===== config.mk =====
export PLATFORM = sky130hd
export DESIGN_NAME = hex_display_scanner
export DESIGN_NICKNAME = d
export VERILOG_FILES = /design/src/rtl/hex_disp_pkg.sv /design/src/rtl/counter_Hexa.sv /design/src/rtl/hex_display_scanner.sv
export SDC_FILE = /design/constraint.sdc
export NUM_CORES = 1
export LEC_CHECK = 0
export CAP_MARGIN = 20
export CORE_UTILIZATION = 30
export CTS_BUF_LIST = sky130_fd_sc_hd__clkbuf_16
export DETAILED_ROUTE_END_ITERATION = 7
export HOLD_SLACK_MARGIN = 0.15
export PLACE_DENSITY = 0.57
export SLEW_MARGIN = 25
export SYNTH_ARGS = -nofsm -noshare
export SYNTH_HDL_FRONTEND = slang
export SYNTH_SLANG_ARGS = --single-unit

===== constraint.sdc =====
create_clock -name clk -period 2.25 [get_ports clk]
set_input_delay 0.225 -clock clk [delete_from_list [all_inputs] [get_ports clk]]
set_output_delay 0.225 -clock clk [all_outputs]
set_load 0.01 [all_outputs]

===== src/rtl/hex_disp_pkg.sv =====
// Shared definitions for the multiplexed 7-segment scanner: FSM encoding,
// blank segment pattern and small constant helpers used for sizing.
package hex_disp_pkg;

  // Scan FSM: dark gap between digits, then the lit dwell of one digit.
  typedef enum logic {
    BLANK = 1'b0,
    SHOW  = 1'b1
  } scan_state_t;

  // Active-low segments: all ones turns every segment off.
  localparam logic [6:0] SEG_BLANK = 7'b1111111;

  // Widest digit bank the scanner supports.
  localparam int MAX_DIGITS = 8;

  // All-ones anode pattern (every digit dark) for a bank of `width` digits.
  // Callers cast the result down to their own bank width.
  function automatic logic [MAX_DIGITS-1:0] an_off(input int width);
    logic [MAX_DIGITS-1:0] mask;
    mask = '0;
    for (int i = 0; i < MAX_DIGITS; i++) begin
      if (i < width) mask[i] = 1'b1;
    end
    return mask;
  endfunction

  // Width of the shared dwell/blank counter: enough bits for the longer of
  // the two periods, never less than one bit.
  function automatic int cnt_width(input int dwell, input int blank);
    int longest;
    longest = (dwell > blank) ? dwell : blank;
    return (longest > 1) ? $clog2(longest) : 1;
  endfunction

endpackage


===== src/rtl/counter_Hexa.sv =====
// Combinational hex-to-7-segment decoder, active-low, bit 0 = segment a
// (pattern order gfedcba).
module counter_Hexa
  import hex_disp_pkg::*;
(
  input  logic [3:0] A,
  output logic [6:0] oM
);

  // Map one hex nibble to its segment pattern.
  always_comb begin
    // NOTE: assigning a default before the case keeps this block purely
    // combinational; a path that leaves oM unassigned would infer a latch.
    oM = SEG_BLANK;
    case (A)
      4'h0: oM = 7'b1000000;
      4'h1: oM = 7'b1111001;
      4'h2: oM = 7'b0100100;
      4'h3: oM = 7'b0110000;
      4'h4: oM = 7'b0011001;
      4'h5: oM = 7'b0010010;
      4'h6: oM = 7'b0000010;
      4'h7: oM = 7'b1111000;
      4'h8: oM = 7'b0000000;
      4'h9: oM = 7'b0011000;
      4'hA: oM = 7'b0001000;
      4'hB: oM = 7'b0000011;
      4'hC: oM = 7'b1000110;
      4'hD: oM = 7'b0100001;
      4'hE: oM = 7'b0000110;
      4'hF: oM = 7'b0001110;
      default: oM = SEG_BLANK;
    endcase
  end

endmodule


===== src/rtl/hex_display_scanner.sv =====
// Time-multiplexed common-anode 7-segment controller. A two-state FSM
// alternates a dark gap (BLANK) and a lit dwell (SHOW) for each digit in
// turn; one shared decoder converts the selected digit register. Every
// output is registered, so pins follow the FSM with one cycle of lag.
module hex_display_scanner
  import hex_disp_pkg::*;
#(
  parameter  int NUM_DIGITS   = 4,
  parameter  int DWELL_CYCLES = 50000,
  parameter  int BLANK_CYCLES = 500,
  localparam int AW           = $clog2(NUM_DIGITS)
) (
  input  logic                  clk,
  input  logic                  rst,
  input  logic                  wr_en,
  input  logic [AW-1:0]         wr_addr,
  input  logic [3:0]            wr_data,
  input  logic [NUM_DIGITS-1:0] blank_mask,
  output logic [6:0]            seg,
  output logic [NUM_DIGITS-1:0] an,
  output logic [AW-1:0]         digit_idx,
  output logic                  frame_tick
);

  localparam int                    CNT_W      = cnt_width(DWELL_CYCLES, BLANK_CYCLES);
  localparam logic [CNT_W-1:0]      DWELL_LAST = CNT_W'(DWELL_CYCLES - 1);
  localparam logic [CNT_W-1:0]      BLANK_LAST = CNT_W'(BLANK_CYCLES - 1);
  localparam logic [AW-1:0]         IDX_LAST   = AW'(NUM_DIGITS - 1);
  localparam logic [NUM_DIGITS-1:0] AN_OFF     = NUM_DIGITS'(an_off(NUM_DIGITS));

  scan_state_t     r_state;
  logic [CNT_W-1:0] r_cnt;
  logic [AW-1:0]   r_idx;
  logic [3:0]      r_digits [NUM_DIGITS];

  logic [3:0]            w_digit;
  logic [6:0]            w_seg;
  logic                  w_lit;
  logic                  w_dwell_end;
  logic [NUM_DIGITS-1:0] w_an_sel;

  // Digit currently in its slot feeds the single shared decoder.
  assign w_digit     = r_digits[r_idx];
  // The slot drives the pins only while showing and not masked off.
  assign w_lit       = (r_state == SHOW) && !blank_mask[r_idx];
  assign w_dwell_end = (r_state == SHOW) && (r_cnt == DWELL_LAST);
  // One-hot-low anode for the current slot.
  assign w_an_sel    = ~(NUM_DIGITS'(1) << r_idx);

  counter_Hexa u_decoder (
    .A  (w_digit),
    .oM (w_seg)
  );

  // Host write port into the digit register file; out-of-range indices drop.
  always_ff @(posedge clk) begin
    if (rst) begin
      // NOTE: this register file is small and must read as 0 after reset,
      // so every entry is cleared explicitly; a large RAM would not be.
      for (int i = 0; i < NUM_DIGITS; i++) begin
        r_digits[i] <= 4'h0;
      end
    end else if (wr_en && (int'(wr_addr) < NUM_DIGITS)) begin
      r_digits[wr_addr] <= wr_data;
    end
  end

  // Scan FSM plus registered pin drivers, all computed from pre-edge state.
  always_ff @(posedge clk) begin
    if (rst) begin
      // NOTE: sequential state uses non-blocking assignments so every
      // right-hand side below sees the value from before this edge.
      r_state    <= BLANK;
      r_cnt      <= '0;
      r_idx      <= '0;
      seg        <= SEG_BLANK;
      an         <= AN_OFF;
      digit_idx  <= '0;
      frame_tick <= 1'b0;
    end else begin
      case (r_state)
        BLANK: begin
          if (r_cnt == BLANK_LAST) begin
            r_cnt   <= '0;
            r_state <= SHOW;
          end else begin
            r_cnt <= r_cnt + 1'b1;
          end
        end
        SHOW: begin
          if (w_dwell_end) begin
            r_cnt   <= '0;
            r_state <= BLANK;
            r_idx   <= (r_idx == IDX_LAST) ? '0 : r_idx + 1'b1;
          end else begin
            r_cnt <= r_cnt + 1'b1;
          end
        end
        default: begin
          r_cnt   <= '0;
          r_state <= BLANK;
        end
      endcase

      seg        <= w_lit ? w_seg    : SEG_BLANK;
      an         <= w_lit ? w_an_sel : AN_OFF;
      digit_idx  <= r_idx;
      // Pulse right after the last digit's dwell ends and the scan wraps.
      frame_tick <= w_dwell_end && (r_idx == IDX_LAST);
    end
  end

endmodule


== Word-level counts from Yosys, hierarchy flattened ==
Memories as Yosys holds them, arrays and structs flattened. A register that Yosys moved wholly into a read port is not among the register bits.
Index checks and enable logic that the tools add are counted.

* Add/sub/neg operators: 2
* $lt $le $gt $ge: 1
* Equality and inequality tests: 3
* Shift-type cells: 1
* Multiplexer cells: 19
* Bitwise gates (word level): 3
* Reductions and logical operators: 7

{| class="wikitable"
|+ Operators by type and width
! cell !! count
|-
| $mux 16 || 2
|-
| $pmux 16 s2 || 1
|-
| $add 16x1->16 const B || 1
|-
| $eq 16x16->1 const B || 1
|-
| $eq 16x9->1 const B || 1
|-
| $mux 1 || 9
|-
| $mux 2 || 4
|-
| $mux 4 || 1
|-
| $not 4->4 || 1
|-
| $reduce_or 4->1 || 1
|-
| $shl 1x2->4 const A || 1
|-
| $logic_and 1x1->1 || 3
|-
| $lt 2x3->1 const B || 1
|-
| $add 2x1->2 const B || 1
|-
| $bmux 1 s2 || 1
|-
| $eq 2x2->1 const B || 1
|-
| $not 1->1 || 2
|-
| $pmux 1 s2 || 1
|-
| $reduce_and 2->1 || 1
|-
| $reduce_or 2->1 || 1
|-
| $logic_not 1->1 || 1
|}

* Flip-flop bits (word level): 26
* Memory bits (writable): 16
* Bits in read-only memories: 112
* Bits of input ports: 13
* Output and inout bits: 14
* Word-level logic and storage cells: 44
* Memories: 2

{| class="wikitable"
|+ Memory list
! name !! depth !! width !! rd ports !! clocked after memory_dff !! write ports !! RTL line !! text
|-
| (no name shown) || 16 || 7 || 1 || 1 || 0 || counter_Hexa.sv:15 || <nowiki>case (A)</nowiki>
|-
| r_digits || 4 || 4 || 1 || 1 || 4 || hex_display_scanner.sv:34 || <nowiki>logic [3:0] r_digits [NUM_DIGITS];</nowiki>
|}

== Depth between registers and ports, before layout ==
* Depth after elaboration: 6
* Depth in mapped cells: 7
* Gate-level depth less buffers: 7

== By module ==
From an unflattened synthesis, not the netlist that was laid out.

* Cell total of the unflattened synthesis: 219
* Area, all modules: 2339.7 µm²

{| class="wikitable"
|+ By module, submodules not included
! module !! times used !! cells an instance !! area each (µm²) !! seq. area each (µm²)
|-
| hex_display_scanner || 1 || 185 || 2084.5 || 1181.1
|-
| counter_Hexa || 1 || 34 || 255.2 || 0.0
|}

== Worst setup path before layout ==
Ideal clock, no wire load.

* Path type: register to register
* Start point: register with a tool-made name
* End point: register seg[0]
* Library setup time: 0.129 ns
* Arrival: 1.833 ns
* Required time: 2.121 ns
* Setup slack: 0.288 ns
* Stages on the path, launching flop included: 6
* Buffers on the path: 0
* Clock period less this slack: 1.962 ns
* Path through: dfxtp_1 -> mux4_2 -> ha_1 -> or3b_2 -> o221ai_1 -> nand2_1

{| class="wikitable"
|+ RTL lines
! what !! RTL line !! text
|-
| end, declared || hex_display_scanner.sv:19 || <nowiki>output logic [6:0] seg,</nowiki>
|}

==> impl_summary.txt <==
----------------------------------------------------
[Power and ir drop]
  Leak ... 1.024 nW
  Proportion of power drawn by the clock network ... 39.6%
  Final total power ... 1.848 mW
  Cell-internal power ... 1.448 mW
  Flop pwr share ... 53.3%
  Maximum vdd drop ... 290.4 uV
  Net load switching power ... 400.3 uW
  Relative contribution of combinational cells to total power ... 7.1%
  Fraction of power spent switching nets ... 21.66%
  Pwr/cell area ... 643.4 nW/um^2

[STA]
  Number of setup violations in the final report ... 0
  Slew headroom ... 60.43%
  Worst setup skew after layout ... 6.134 ps
  Unrepaired setup endpoints after global routing ... no
  Fin. max-slew vios ... 0
  Setup_tns ... 0 ps
  Slew at the pin with the worst max-slew slack ... 593.5 ps
  Period minus WS final ... 2047 ps
  Fin crit share ... 90.96%
  Fmax ... 488.6 MHz
  Count of final hold-check violations ... 0

[Synthesis]
  Synthesized-area fraction occupied by ao, oa, aoi and oai cells ... 6.417%
  YS warnings ... 0
  Adder-cell area share of the yosys netlist ... 5.348%
  Cell count after synthesis ... 211
  Parity-gate share of the synthesized area counting xor and xnor cells ... 4.492%
  Post-synthesis instance area ... 2340 um^2
  Nets in the synthesized netlist ... 234
  Post-synthesis area per instance ... 11.09 um^2
  Share of cell area taken by muxes after synthesis ... 7.487%
  Sequential element share of the synthesized area ... 50.48%
  Post-synthesis async set-or-reset flop share ... 0%
  Post-Synth Simple-Gate Area ... 23.05%
  Combinational family with the most area after synthesis ... simple AND/OR/NAND/NOR gates
  Most used flip-flop cell after synthesis ... sky130_fd_sc_hd__dfxtp_1
  Distinct cell type count of the synthesized netlist ... 44
  Register bit total from synthesis ... 51
  Number of enable-type register cells in the synthesized netlist ... 16

[Critical path]
  Setup Crit Path Kind ... flop to flop
  Crit-path max FO ... 5
  Slowest stage delay, CP ... 600 ps
  Cell with the largest stage delay on the worst path ... sky130_fd_sc_hd__mux4_2
  Endpoint class of the critical path ... flop
  Worst EP arrival ... 2220 ps
  Kind of cell adding the most delay to the critical path ... multiplexers
  Kind of start point of the critical path ... flop
  Buffers & Inverters on Critical Path ... 0
  Critical path data required time ... 2430 ps
  Cell chain of the critical path ... mux4_2 -> ha_1 -> or3b_2 -> o221ai_1 -> nand2_1

[Die]
  Die boundary height ... 90.31 um
  Floorplan core area ... 7408 um^2
  Die W ... 90.31 um
  I/O pin total ... 27
  Std cell rows ... 31
  Effective utilization at floorplan ... 31.58%
  Area of the die ... 8156 um^2

[Final layout]
  Cell area after layout ... 2873 um^2
  Number of antenna repair diodes ... 0
  Layout fillers ... 698
  Fraction of final layout cells with drive strength greater than 1 ... 11.93%
  Final Net Count ... 265
  Layout overhead on the synthesized area ... 22.78%
  Final core occ ... 38.78%
  Final Instance Count excl. Fillers ... 342

[Min path]
  Class of the worst hold path ... flop to flop

[Routing]
  Number of design rule violations left after detail routing ... 0
  Vias after detailed routing ... 1580
  Vias per Instance ... 4.620
  Final wirelength ... 4.184 mm
  First-pass iteration count of the detailed router ... 4
  Post-DRT Antenna Nets ... 0
  Initial detailed-routing violation count ... 115
  Routed len/inst ... 12.23 um

[GRT]
  Global-route wire length before repair ... 7.500 mm
  Pin count of the biggest net entering global routing ... 17
  GRT Total Usage ... 11.31%
  Number of antenna violations at the first check in global routing ... 0
  Gr ovfl total ... 0
  Number of global-route vias before repair ... 1548

[Placed design]
  Final weighted congestion in routability-driven placement ... 0.7404
  Total half-perimeter wirelength after legalization and detailed placement ... 2.984 mm
  Placed Cells incl. Taps ... 334
  I/O Buffers ... 26
  Placed standard-cell area ... 2728 um^2

[Clock tree]
  Cts bufs inserted ... 5
  Clock root buffer master ... sky130_fd_sc_hd__clkbuf_16
  Number of sinks driven by the clock tree ... 51
  Number of hold buffers added after cts ... 0
  Number of buffers between clock root and the deepest sink ... 2
  CTS clock-pin slew for the worst setup and hold paths ... 60 ps
  Buffer count from post-CTS setup fixing ... 0
  PostCTS Resize Cnt ... 0
  Worst-skew pair later-pin latency ... 290 ps
  Clock tree from TritonCTS ... done
  Level count of the clock H-tree ... 2

[Job]
  Maximum capacitance violations ... 0

[Outcome]
  Run status ... finished clean

----------------------------------------------------
[power by group through the flow]
stage | Clock [mW] | Combinational [mW] | Sequential, mW
CTS | 0.747 | 0.131 | 0.986
global placement | 0 | 0.128 | 1.01
global route | 0.789 | 0.147 | 0.988
finish | 0.732 | 0.130 | 0.986
floorplan | 0 | 0.0863 | 1.00
detailed placement | 0 | 0.130 | 1.01
[layout by cell type (no fill, tap or decap), types with 4 or more instances in the layout]
cell type / Yosys / layout
sky130_fd_sc_hd__dfxtp_1: 35 / 35
sky130_fd_sc_hd__clkdlybuf4s50_1: 0 / 26
sky130_fd_sc_hd__and2_1: 19 / 19
sky130_fd_sc_hd__nor3_1: 17 / 17
sky130_fd_sc_hd__edfxtp_1: 16 / 16
sky130_fd_sc_hd__nand2_1: 14 / 14
sky130_fd_sc_hd__xor2_1: 10 / 10
sky130_fd_sc_hd__ha_1: 10 / 10
sky130_fd_sc_hd__inv_1: 8 / 8
sky130_fd_sc_hd__nand3_1: 8 / 8
sky130_fd_sc_hd__mux4_2: 5 / 5
sky130_fd_sc_hd__clkbuf_16: 0 / 5
sky130_fd_sc_hd__buf_4: 1 / 5
sky130_fd_sc_hd__nor2b_1: 4 / 4
sky130_fd_sc_hd__o21ai_0: 4 / 4
[per-stage QoR]
step | hold WS (ps) | worst slack [ps]
3_3_place_gp | 474.9 | 220.0
3_5_place_dp | 480.2 | 214.1
4_1_cts | 489.5 | 181.9
2_1_floorplan | 423.2 | 287.7
5_1_grt | 523.2 | 26.10
6_report | 489.5 | 203.5
[cells by family (layout without fill, tap and decap cells)]
kind of cell               after synthesis  in the layout
muxes                                   10             10
adders and majority gates               10             10
DFF                                     51             51
AOI/OAI and AO/OA                       21             21
xor gates and xnor gates                12             12
buffers and inverters                   15             47
and+or+nand+nor                         92             92
[worst paths after layout]
check,startpoint,to,slack (ps),cells after the start
hold reg to reg,r_cnt[0],r_cnt[0],490,1
setup reg to reg,flop,seg[0],200,5
hold / removal,r_cnt[0],r_cnt[0],490,1
setup / recovery,flop,seg[0],200,5
[registers in the layout, indices dropped and copies added (netlist names), named ones only]
name,cells
r_cnt,16
r_digits,16
seg,7
an,4
digit_idx,2
r_idx,2
frame_tick,1
r_state,1
[cells in the mapped netlist (4+ instances only)]
library cell | n | share of area (%)
sky130_fd_sc_hd__nand3_1 | 8 | 1.7
sky130_fd_sc_hd__nor2b_1 | 4 | 1.1
sky130_fd_sc_hd__nand2_1 | 14 | 2.2
sky130_fd_sc_hd__and2_1 | 19 | 5.1
sky130_fd_sc_hd__mux4_2 | 5 | 4.8
sky130_fd_sc_hd__xor2_1 | 10 | 3.7
sky130_fd_sc_hd__ha_1 | 10 | 5.3
sky130_fd_sc_hd__o21ai_0 | 4 | 0.86
sky130_fd_sc_hd__dfxtp_1 | 35 | 30
sky130_fd_sc_hd__edfxtp_1 | 16 | 21
sky130_fd_sc_hd__nor3_1 | 17 | 3.6
sky130_fd_sc_hd__inv_1 | 8 | 1.3
[metal layers]
layer / GRT usage (%) / wire length (um) / vias to the layer above / part of all wire [%]
li1: - / - / 824 / -
met1: 16.48 / 2233 / 716 / 53
met2: 16.35 / 1740 / 35 / 42
met3: 2.441 / 146 / 5 / 3.5
met4: 4.032 / 64 / 0 / 1.5
met5: 0 / 0 / - / 0
[cell type report]
class	instances	area (um^2)	share of cell area (%)
tap	99	123.9	4.312
timing repair buffer	31	297.8	10.37
clock inverter	3	20.02	0.6969
clock buffer	5	125.1	4.355
sequential	51	1181	41.11
multi-input combinational	145	1095	38.11
inverter	8	30.03	1.045
Note: power is estimated with default switching activity, not from simulation.
